==> config.mk <==
export PLATFORM = sky130hd
export DESIGN_NAME = set_injector
export DESIGN_NICKNAME = d
export VERILOG_FILES = /design/src/rtl/set_injector_pkg.sv /design/src/rtl/set_injector_chan.sv /design/src/rtl/set_injector.sv
export SDC_FILE = /design/constraint.sdc
export NUM_CORES = 1
export LEC_CHECK = 0
export BUFFER_PORTS_ARGS = -buffer_cell sky130_fd_sc_hd__buf_4
export CORE_ASPECT_RATIO = 0.75
export CORE_MARGIN = 5
export CORE_UTILIZATION = 55
export CTS_CLUSTER_DIAMETER = 40
export DETAILED_ROUTE_END_ITERATION = 8
export GPL_TIMING_DRIVEN = 0
export PLACE_DENSITY_LB_ADDON = 0.25
export SYNTH_ARGS = -nofsm -noshare
export SYNTH_HDL_FRONTEND = slang
export SYNTH_HIERARCHICAL = 1
export SYNTH_SLANG_ARGS = --single-unit
==> constraint.sdc <==
create_clock -name clk -period 8.81 [get_ports clk]
set_input_delay 0.881 -clock clk [delete_from_list [all_inputs] [get_ports clk]]
set_output_delay 0.881 -clock clk [all_outputs]
set_load 0.05 [all_outputs]
==> src/rtl/set_injector_pkg.sv <==
// Shared types and defaults for the set_injector register bank.
// Optional checker is enabled by defining SET_INJECTOR_CHECK_EN.
package set_injector_pkg;

  typedef enum logic [1:0] {
    WR_LEVEL   = 2'd0,
    WR_PULSE   = 2'd1,
    WR_RESTORE = 2'd2,
    WR_RSVD    = 2'd3
  } wr_mode_t;

  localparam int DEFAULT_SET_SIZE    = 5;
  localparam int DEFAULT_SET_WIDTH   = 32;
  localparam int DEFAULT_CHECK_SIZE  = 5;
  localparam int DEFAULT_CHECK_WIDTH = 32;

  // Select-field width for n entries; a single entry still gets one bit.
  function automatic int sel_width(input int n);
    return (n > 1) ? $clog2(n) : 1;
  endfunction

endpackage

==> src/rtl/set_injector_chan.sv <==
// One injector channel: output register, saved pre-pulse value,
// pulse-pending flag and restore-to-init logic.
module set_injector_chan
  import set_injector_pkg::*;
#(
  parameter int WIDTH = DEFAULT_SET_WIDTH
) (
  input  logic             clk,
  input  logic             rst_n,      // synchronous, active-high
  input  logic             wr_en,      // write addressed to this channel
  input  wr_mode_t         wr_mode,
  input  logic [WIDTH-1:0] wr_data,
  input  logic [WIDTH-1:0] init_value,
  output logic [WIDTH-1:0] value
);

  logic [WIDTH-1:0] value_q;
  logic [WIDTH-1:0] saved_q;
  logic             pend_q;
  logic             take;

  // Reserved mode never touches a channel, so it behaves like no write.
  assign take  = wr_en && (wr_mode != WR_RSVD);
  assign value = value_q;

  // Output register and pending-revert flag; a new write overrides any revert.
  // NOTE: sequential state uses non-blocking assignments so every register
  // sees the pre-edge values of the others, independent of statement order.
  always_ff @(posedge clk) begin
    if (rst_n) begin
      value_q <= init_value;
      pend_q  <= 1'b0;
    end else if (take) begin
      case (wr_mode)
        WR_LEVEL: begin
          value_q <= wr_data;
          pend_q  <= 1'b0;
        end
        WR_PULSE: begin
          value_q <= wr_data;
          pend_q  <= 1'b1;
        end
        default: begin
          value_q <= init_value;
          pend_q  <= 1'b0;
        end
      endcase
    end else if (pend_q) begin
      value_q <= saved_q;
      pend_q  <= 1'b0;
    end
  end

  // Capture the value visible before a pulse so it can be restored next edge.
  // NOTE: saved_q has no reset; it is only read while pend_q is set, and
  // pend_q is always cleared by reset.
  always_ff @(posedge clk) begin
    if (take && (wr_mode == WR_PULSE)) begin
      saved_q <= value_q;
    end
  end

endmodule

==> src/rtl/set_injector.sv <==
// Multi-channel stimulus register bank with an optional level checker.
// Define SET_INJECTOR_CHECK_EN to include the checker ports and logic.
module set_injector
  import set_injector_pkg::*;
#(
  parameter int SET_SIZE    = DEFAULT_SET_SIZE,
  parameter int SET_WIDTH   = DEFAULT_SET_WIDTH,
  parameter int CHECK_SIZE  = DEFAULT_CHECK_SIZE,
  parameter int CHECK_WIDTH = DEFAULT_CHECK_WIDTH
) (
  input  logic                              clk,
  input  logic                              rst_n,  // synchronous, active-high
  input  logic [SET_SIZE*SET_WIDTH-1:0]     i_init_value,
  input  logic                              i_wr_en,
  input  logic [sel_width(SET_SIZE)-1:0]    i_wr_sel,
  input  logic [SET_WIDTH-1:0]              i_wr_data,
  input  logic [1:0]                        i_wr_mode,
  output logic [SET_SIZE*SET_WIDTH-1:0]     o_set_signals,
  output logic                              o_wr_err
`ifdef SET_INJECTOR_CHECK_EN
  ,
  input  logic [CHECK_SIZE*CHECK_WIDTH-1:0] i_check_signals,
  input  logic                              i_chk_en,
  input  logic [sel_width(CHECK_SIZE)-1:0]  i_chk_sel,
  input  logic [CHECK_WIDTH-1:0]            i_chk_value,
  output logic                              o_chk_done,
  output logic                              o_chk_ok
`endif
);

  if (SET_SIZE < 1 || SET_WIDTH < 1 || CHECK_SIZE < 1 || CHECK_WIDTH < 1) begin : g_bad_cfg
    $error("set_injector: all size and width parameters must be at least 1");
  end

  wr_mode_t wr_mode;
  logic     wr_reject;
  logic     wr_err_q;

  assign wr_mode   = wr_mode_t'(i_wr_mode);
  assign wr_reject = i_wr_en && ((int'(i_wr_sel) >= SET_SIZE) || (wr_mode == WR_RSVD));
  assign o_wr_err  = wr_err_q;

  // One-cycle error flag for a write that addresses no channel or uses a reserved mode.
  always_ff @(posedge clk) begin
    if (rst_n) begin
      wr_err_q <= 1'b0;
    end else begin
      wr_err_q <= wr_reject;
    end
  end

  for (genvar k = 0; k < SET_SIZE; k++) begin : g_chan
    set_injector_chan #(
      .WIDTH (SET_WIDTH)
    ) u_chan (
      .clk        (clk),
      .rst_n      (rst_n),
      .wr_en      (i_wr_en && (int'(i_wr_sel) == k)),
      .wr_mode    (wr_mode),
      .wr_data    (i_wr_data),
      .init_value (i_init_value[k*SET_WIDTH +: SET_WIDTH]),
      .value      (o_set_signals[k*SET_WIDTH +: SET_WIDTH])
    );
  end

`ifdef SET_INJECTOR_CHECK_EN
  logic chk_hit;
  logic chk_done_q;
  logic chk_ok_q;

  // Exact match of the selected monitored word; out-of-range selects never match.
  // NOTE: chk_hit gets its default before the loop so no path leaves it
  // unassigned, which would otherwise infer a latch.
  always_comb begin
    chk_hit = 1'b0;
    for (int i = 0; i < CHECK_SIZE; i++) begin
      if ((int'(i_chk_sel) == i) &&
          (i_check_signals[i*CHECK_WIDTH +: CHECK_WIDTH] == i_chk_value)) begin
        chk_hit = 1'b1;
      end
    end
  end

  // Register the check result; ok is qualified by the request so it is 0 when done is 0.
  always_ff @(posedge clk) begin
    if (rst_n) begin
      chk_done_q <= 1'b0;
      chk_ok_q   <= 1'b0;
    end else begin
      chk_done_q <= i_chk_en;
      chk_ok_q   <= i_chk_en && chk_hit;
    end
  end

  assign o_chk_done = chk_done_q;
  assign o_chk_ok   = chk_ok_q;
`endif

endmodule

# Word level (Yosys, flattened, before mapping)
# Cells that the tools add are included.
# totals
out_inout_bits	161
in_bits	200
elab_cells	80
regBits	326
# classes
n_mux	21
bitwise	5
order_cmp	1
n_eq_ne	7
n_reduce_logical	30
# op_table
cell	count
$mux 32	20
$logic_and 1x1->1	16
$reduce_bool 3->1	5
$reduce_or 2->1	6
$eq 3x3->1 const B	3
$not 1->1	5
$eq 3x2->1 const B	1
$ge 3x3->1 const B	1
$logic_not 3->1	1
$eq 2x1->1 const B	1
$eq 2x2->1 const B	1
$logic_not 2->1	1
$ne 2x2->1 const B	1
$logic_or 1x1->1	1
$mux 1	1

# Logic depth before layout (Yosys ltp)
# Gate-level depths: netlist (run 1).
# depth
depth_word	5
depth_mapped	6
mapped_depth_nobuf	5

# Hierarchy
# The synthesis (run 1) kept the hierarchy.
# modules_own_cells
module	seq_area_each_um2	cells_per_inst	area_each_um2	instances
set_injector_chan	1941.9	149	2603.7	5
set_injector	20.0	11	100.1	1

# Least setup slack after synthesis (run 1)
# Ideal clock, no wire load.
# synth_timing
path_type	in2reg
from	in i_wr_sel[0]
to	reg g_chan[0].u_chan.saved_q[0] (enable)
setup_ns	0.468
required_ns	8.342
path_buffers	0
path_slack_ns	4.685
path_stages	2
arrival_time_ns	3.657
cell_sequence	nor4b_2 -> nor3b_1
# synth_via
elab_chain_len	4
# synth_lines
element	line_no	source
start: declaration	set_injector.sv:15	input logic [sel_width(SET_SIZE)-1:0] i_wr_sel,
$logic_not 3->1	set_injector.sv:58	.wr_en (i_wr_en && (int'(i_wr_sel) == k)),
$logic_and 1x1->1	set_injector.sv:58	
$logic_and 1x1->1	set_injector_chan.sv:23	assign take = wr_en && (wr_mode != WR_RSVD);
$logic_and 1x1->1	set_injector_chan.sv:58	if (take && (wr_mode == WR_PULSE)) begin
end signal: assignment	set_injector_chan.sv:59	saved_q <= value_q;
end: declaration	set_injector_chan.sv:18	logic [WIDTH-1:0] saved_q;
# No other way between the ends.
# A chain may end at the register's enable or synchronous reset.

# Worst setup path in the final report (run 1)
# layout_timing
from	in i_wr_sel[0]
to	reg g_chan[0].u_chan.value_q[15] (enable)
# layout_via
elab_chain_len	4
# layout_lines
element	line_no	source
$logic_not 3->1	set_injector.sv:58	
$logic_and 1x1->1	set_injector.sv:58	
$logic_and 1x1->1	set_injector_chan.sv:23	
$reduce_bool 3->1 (no source line)	-	
end signal: assignment	set_injector_chan.sv:31	value_q <= init_value;
end signal: assignment	set_injector_chan.sv:36	value_q <= wr_data;
end signal: assignment	set_injector_chan.sv:40	value_q <= wr_data;
end: declaration	set_injector_chan.sv:17	logic [WIDTH-1:0] value_q;
# No other way between the ends.

==> impl_metrics.py, run 1 <==
metrics = {
    "synthesis": {
        "yosys.area.top_type_share": 0.7325,
        "synth_cells": 756,
        "async_reset_ff_frac": 0,
        "netlist_area_sq_um": 13120,
        "yosysSeqAreaShare": 0.7416,
        "syn_avg_cell_area_sq_um": 17.35,
        "ys_ff_latch": 326,
        "synth_commonest_cells": "edfxtp_1 (320), o221a_2 (155), or2_0 (145)",
        "synthesis.nets": 956,
        "synth_area_leader_cell": "edfxtp_1",
        "synthTopCellsByArea": "edfxtp_1 (73%), o221a_2 (13%), or2_0 (6.9%), or2_2 (0.95%), dfxtp_1 (0.92%)",
        "yosysWarnings": 6,
        "synth_cell_types": 23,
        "synth_edf_count": 320,
        "synth_top_flop_cell": "edfxtp_1",
        "yosysMostFrequentCell": "edfxtp_1",
    },
    "sta": {
        "finalCritPeriodShare": 0.3389,
        "finClkSkew_ns": 0.01552,
        "tightest_slew_ns": 1.052,
        "setup_tns_ns": 0,
        "maxSlewHeadroom": 0.2954,
        "rsz0062_at_grt": "false",
        "setup_violations": 0,
        "period_needed_ns": 2.986,
        "hold_viol": 0,
        "drv_slew": 0,
        "fmax_ghz": 0.3349,
        "hold_ws_ns": 0.4482,
    },
    "global_route": {
        "grt.total_usage": 0.2912,
        "grt_max_degree": 33,
        "grt_pass1_vias": 9173,
        "gr-total-overflow": 0,
        "grt_antenna_before_repair": 0,
        "grt_pass1_wl_mm": 58.51,
    },
    "critical_path": {
        "cpLargestDelayFamily": "simple AND/OR/NAND/NOR gates",
        "crit_required_ns": 8.94,
        "critPathKind": "input port to flop",
        "path_cells": "buf_4 -> nor4b_2 -> a21o_2 -> clkbuf_1 -> or2_2",
        "critical_path_buf_inv_count": 2,
        "cp.arrival_ns": 3.11,
        "worst_path_max_delay_cell": "or2_2",
        "max_stage_delay_ns": 0.84,
        "start_kind": "input port",
        "cp_max_fo": 32,
        "worst_setup_path_end_kind": "flop",
    },
    "cells_and_area": {
        "diodes": 0,
        "nets": 1369,
        "final.fill_count": 1478,
        "multi_input_area_sq_um": 3133,
        "area_growth_pct": 34.61,
        "final-seq-area_sq_um": 9729,
        "layout-drive-gt1-share": 0.5489,
    },
    "routing": {
        "via_per_inst": 6.144,
        "wirelength_mm": 41.17,
        "wl_met1_mm": 16.61,
        "dr_wl_met3_mm": 4.847,
        "dr_wl_met2_mm": 18.62,
        "drc": 0,
        "drtPass1Iterations": 5,
        "post_drt_wl_per_cell_um": 27.39,
        "final_antenna_net_count": 0,
        "drt_iter0_drc": 825,
        "via_count": 9235,
        "highest_layer": "met4",
    },
    "pwr": {
        "power.leakage_nw": 6.494,
        "p_per_area_nw_per_um2": 221.5,
        "combPwrFrac": 0.126,
        "power.switching_w": 0.0009903,
        "intPower_w": 0.002922,
        "peakVddDrop_mv": 0.1344,
        "switching_share": 0.2531,
        "p_seq_frac": 0.464,
        "pwr-share-clk": 0.410,
    },
    "clock_tree": {
        "clock_latency_ns": 0.51,
        "cts_buffer_depth": 3,
        "cts_setup_buffers": 0,
        "h-tree-depth": 2,
        "cts_hold_buf": 0,
        "cts_buffers": 37,
        "cts_resized": 0,
        "path_clk_slew_ns": 0.06,
        "cts.sink_count": 326,
        "cts_tree": "built",
        "cts_root_buf": "clkbuf_16",
    },
    "placed_design": {
        "dp_hpwl_mm": 29.17,
        "io_buffers": 360,
        "finalWeightedCongestion": 0.8341,
    },
    "run": {
        "cap_violations": 0,
    },
    "die": {
        "core_area_sq_um": 23730,
        "die_w_um": 188.3,
        "io-pin-count": 361,
        "initial_utilization": 0.5529,
        "dieHeight_um": 143.8,
        "rows": 49,
        "die-area_sq_um": 27070,
    },
    "run_status": {
        "status": "finished, final reports clean",
    },
    "worst_hold_path": {
        "hp-class": "flop to flop",
    },
}
## placed cells by master, fill, tap and decap left out, types with 5 or more instances in the layout
cell type / count
a21o_2: 5
a31oi_1: 5
buf_2: 15
buf_4: 361
buf_6: 11
bufinv_16: 5
clkbuf_1: 21
clkbuf_16: 39
clkbuf_2: 15
dfxtp_1: 6
edfxtp_1: 320
inv_1: 20
inv_6: 7
nand2_1: 7
nor2_1: 5
nor3b_2: 5
o221a_2: 155
o221ai_1: 5
or2_0: 145
or2_2: 20
or3b_4: 5
## final timing paths
kind	from	endpoint	slack [ns]	cells past startpoint
worst max-delay path	i_wr_sel[0]	g_chan[0].u_chan/value[15]	5.82	5
worst min-delay path	g_chan[4].u_chan/value[27]	g_chan[4].u_chan/saved_q[27]	0.45	0
worst max register to register	g_chan[0].u_chan/pend_q	g_chan[0].u_chan/value[15]	7.39	1
worst min register to register	g_chan[4].u_chan/value[27]	g_chan[4].u_chan/saved_q[27]	0.45	0
## state kept, by name, indices dropped and copies added (netlist names)
name	count
g_chan.u_chan/value	160
o_wr_err	1
g_chan.u_chan/saved_q	160
g_chan.u_chan/pend_q	5
## power groups by stage
stage	Clock (W)	Combinational (W)	Sequential, W
floorplan	0	0.000101	0.00201
global placement	0	0.000484	0.00184
detailed placement	0	0.000493	0.00184
CTS	0.00162	0.000494	0.00181
global route	0.00169	0.000511	0.00182
finish	0.00160	0.000495	0.00182
## per-stage QoR
| stage | setup slack, ns | util | total power (W) | instances | area [sq um] |
|---|---|---|---|---|---|
| after CTS | 5.857 | 0.7443 | 0.003924 | 1503 | 17660 |
| after global placement | 2.799 | 0.6830 | 0.002327 | 1422 | 16200 |
| final | 5.824 | 0.7443 | 0.003912 | 1503 | 17660 |
| after detailed placement | 5.385 | 0.6908 | 0.002336 | 1436 | 16390 |
| after global routing | 5.750 | 0.7443 | 0.004018 | 1503 | 17660 |
| after floorplan | 4.685 | - | 0.002110 | 756 | 13120 |
## cell type report
class / count / share of cell area
buffer: 45 / 0.01169
clock buffer: 45 / 0.05654
clock inverter: 22 / 0.01530
inverter: 20 / 0.004251
multi-input combinational: 365 / 0.1774
sequential: 326 / 0.5509
tap: 306 / 0.02168
timing repair buffer: 374 / 0.1622
## per-layer routing
layer  vias up  global-route usage
li1       3916                   -
met1      4621              0.4114
met2       621              0.4465
met3        77             0.08912
met4         0             0.08241
met5         -                   0
## cell families after synthesis
| kind of cell | count (synthesis) | synth area share |
|---|---|---|
| AOI/OAI and AO/OA | 172 | 0.1429 |
| buffers and inverters | 65 | 0.02146 |
| DFF | 326 | 0.7416 |
| and+or+nand+nor | 193 | 0.09404 |
Note: power is estimated with default switching activity, not from simulation.
==> run 2: changes to the inputs <==
Settings changed: CORE_UTILIZATION 55 to 52.
Clock period 8.81 ns to 3.13 ns, I/O delays scaled along.
==> impl_metrics.py, run 2 (same netlist as run 1, synthesis figures left out) <==
metrics = {
    "run_status": {
        "status": "finished, final reports clean",
    },
    "sta": {
        "hold_viol": 0,
        "tightest_slew_ns": 0.9414,
        "fmax_ghz": 0.4169,
        "finalCritPeriodShare": 0.7663,
        "rsz0062_at_grt": "false",
        "setup_violations": 0,
        "finClkSkew_ns": 0.01188,
        "maxSlewHeadroom": 0.3724,
        "drv_slew": 0,
        "setup_ws_ns": 0.7315,
        "period_needed_ns": 2.399,
    },
    "cells_and_area": {
        "final.fill_count": 1659,
        "finalInstanceArea_sq_um": 17720,
        "layout_common_cells": "buf_4 (360), edfxtp_1 (320), o221a_2 (155)",
        "nets": 1367,
        "final_util": 0.7119,
        "area_growth_pct": 35.11,
        "final_cells": 1534,
        "final_common_cell": "buf_4",
        "layout-drive-gt1-share": 0.5456,
    },
    "placed_design": {
        "post-place-ws_ns": 0.2497,
        "dp.cells": 1464,
        "io_buffers": 360,
        "dp_hpwl_mm": 29.86,
        "placed_cell_area_sq_um": 16460,
        "finalWeightedCongestion": 0.8175,
    },
    "critical_path": {
        "worst_setup_path_end_kind": "flop",
        "critical_path_buf_inv_count": 2,
        "cpLargestDelayFamily": "simple AND/OR/NAND/NOR gates",
        "max_stage_delay_ns": 0.83,
        "r2r-end": "g_chan[2].u_chan/value[10]",
        "r2r_cells": 1,
        "worst_path_max_delay_cell": "or2_2",
        "crit_path_end": "g_chan[0].u_chan/value[10]",
        "path_cells": "buf_4 -> nor4b_2 -> a21o_2 -> clkbuf_1 -> or2_2",
        "critPathKind": "input port to flop",
        "critPathLaunch": "i_wr_sel[0]",
        "crit_required_ns": 3.25,
        "start_kind": "input port",
        "cp_max_fo": 32,
        "cp.arrival_ns": 2.52,
        "r2r-start": "g_chan[2].u_chan/pend_q",
        "path_depth": 5,
        "r2r_setup_slack_ns": 1.69,
    },
    "pwr": {
        "power.leakage_nw": 6.502,
        "finalPower_w": 0.01092,
        "peakVddDrop_mv": 0.4810,
        "p_per_area_nw_per_um2": 616.3,
    },
    "clock_tree": {
        "clock_latency_ns": 0.51,
        "cts.sink_count": 326,
        "path_clk_slew_ns": 0.05,
        "cts_hold_buf": 0,
        "cts_buffer_depth": 3,
        "cts_setup_buffers": 0,
        "cts_resized": 0,
        "h-tree-depth": 2,
        "cts_buffers": 39,
        "cts_tree": "built",
        "cts_root_buf": "clkbuf_16",
    },
    "worst_hold_path": {
        "hp-class": "input port to flop",
        "hp-start": "i_wr_en",
    },
    "routing": {
        "final_antenna_net_count": 0,
        "drc": 0,
        "post_drt_wl_per_cell_um": 27.28,
        "drtPass1Iterations": 5,
        "via_count": 9196,
        "via_per_inst": 5.995,
        "wirelength_mm": 41.84,
        "drt_iter0_drc": 940,
    },
    "die": {
        "dieHeight_um": 147.6,
        "initial_utilization": 0.5269,
        "die-area_sq_um": 28540,
        "io-pin-count": 361,
        "die_w_um": 193.4,
        "core_area_sq_um": 24900,
        "rows": 50,
    },
    "global_route": {
        "grt_antenna_before_repair": 2,
        "grt_max_degree": 33,
        "grt_pass1_wl_mm": 60.79,
        "grt.total_usage": 0.2806,
        "grt_pass1_vias": 9429,
        "gr-total-overflow": 0,
    },
    "run": {
        "cap_violations": 0,
    },
}
## run 2: cell count changes in the layout (fill, tap and decap cells not counted), moves of 4 or more
cell,before,now
inv_6,7,3
buf_6,11,0
buf_8,2,9
nor3b_4,0,5
nor3b_2,5,0
## run 2: final cells by class
type | instances | area, sq um | area share
Antenna cell | 1 | 2.502 | 0.0001412
Inverter | 20 | 75.07 | 0.004235
Sequential cell | 326 | 9729 | 0.5489
Tap cell | 338 | 422.9 | 0.02386
Timing Repair Buffer | 370 | 2865 | 0.1617
Multi-Input combinational cell | 365 | 3164 | 0.1785
Buffer | 45 | 206.4 | 0.01165
Clock buffer | 49 | 1066 | 0.06014
Clock inverter | 20 | 192.7 | 0.01087
## run 2: per-stage QoR
step	hold slack, ns	setup TNS [ns]
after floorplan	0.4422	0
after global placement	0.4320	-47.79
after detailed placement	0.4344	0
after CTS	0.06687	0
after global routing	0.07596	0
final	0.09588	0
## run 2: report_power, final
part / leakage (nW) / switching (W) / internal (W)
sequential: 3.03 / 0.0000994 / 0.00501
clock: 0.611 / 0.00174 / 0.00267
combinational: 2.86 / 0.000904 / 0.000496
total: 6.50 / 0.00275 / 0.00818
## run 2: tightest hold or removal path, cell delays in order
cell and delay (ns):
buf_4 0.13, nand2b_1 0.07, a21oi_1 0.04
## run 2: per-layer routing
metal	wire [um]	up-vias	GRT usage
met5	0	-	0
met2	19110	562	0.4343
met3	4501	54	0.08635
li1	-	3909	-
met4	702	0	0.05626
met1	17530	4671	0.4006
## run 2: worst min path at each step
stage,end,slack [ns],cells past startpoint
2_1_floorplan,o_wr_err,0.44,2
3_3_place_gp,g_chan[3].u_chan/saved_q[0],0.43,0
4_1_cts,o_wr_err,0.07,3
5_1_grt,o_wr_err,0.08,3
3_5_place_dp,g_chan[1].u_chan/saved_q[0],0.43,0
6_report,o_wr_err,0.1,3
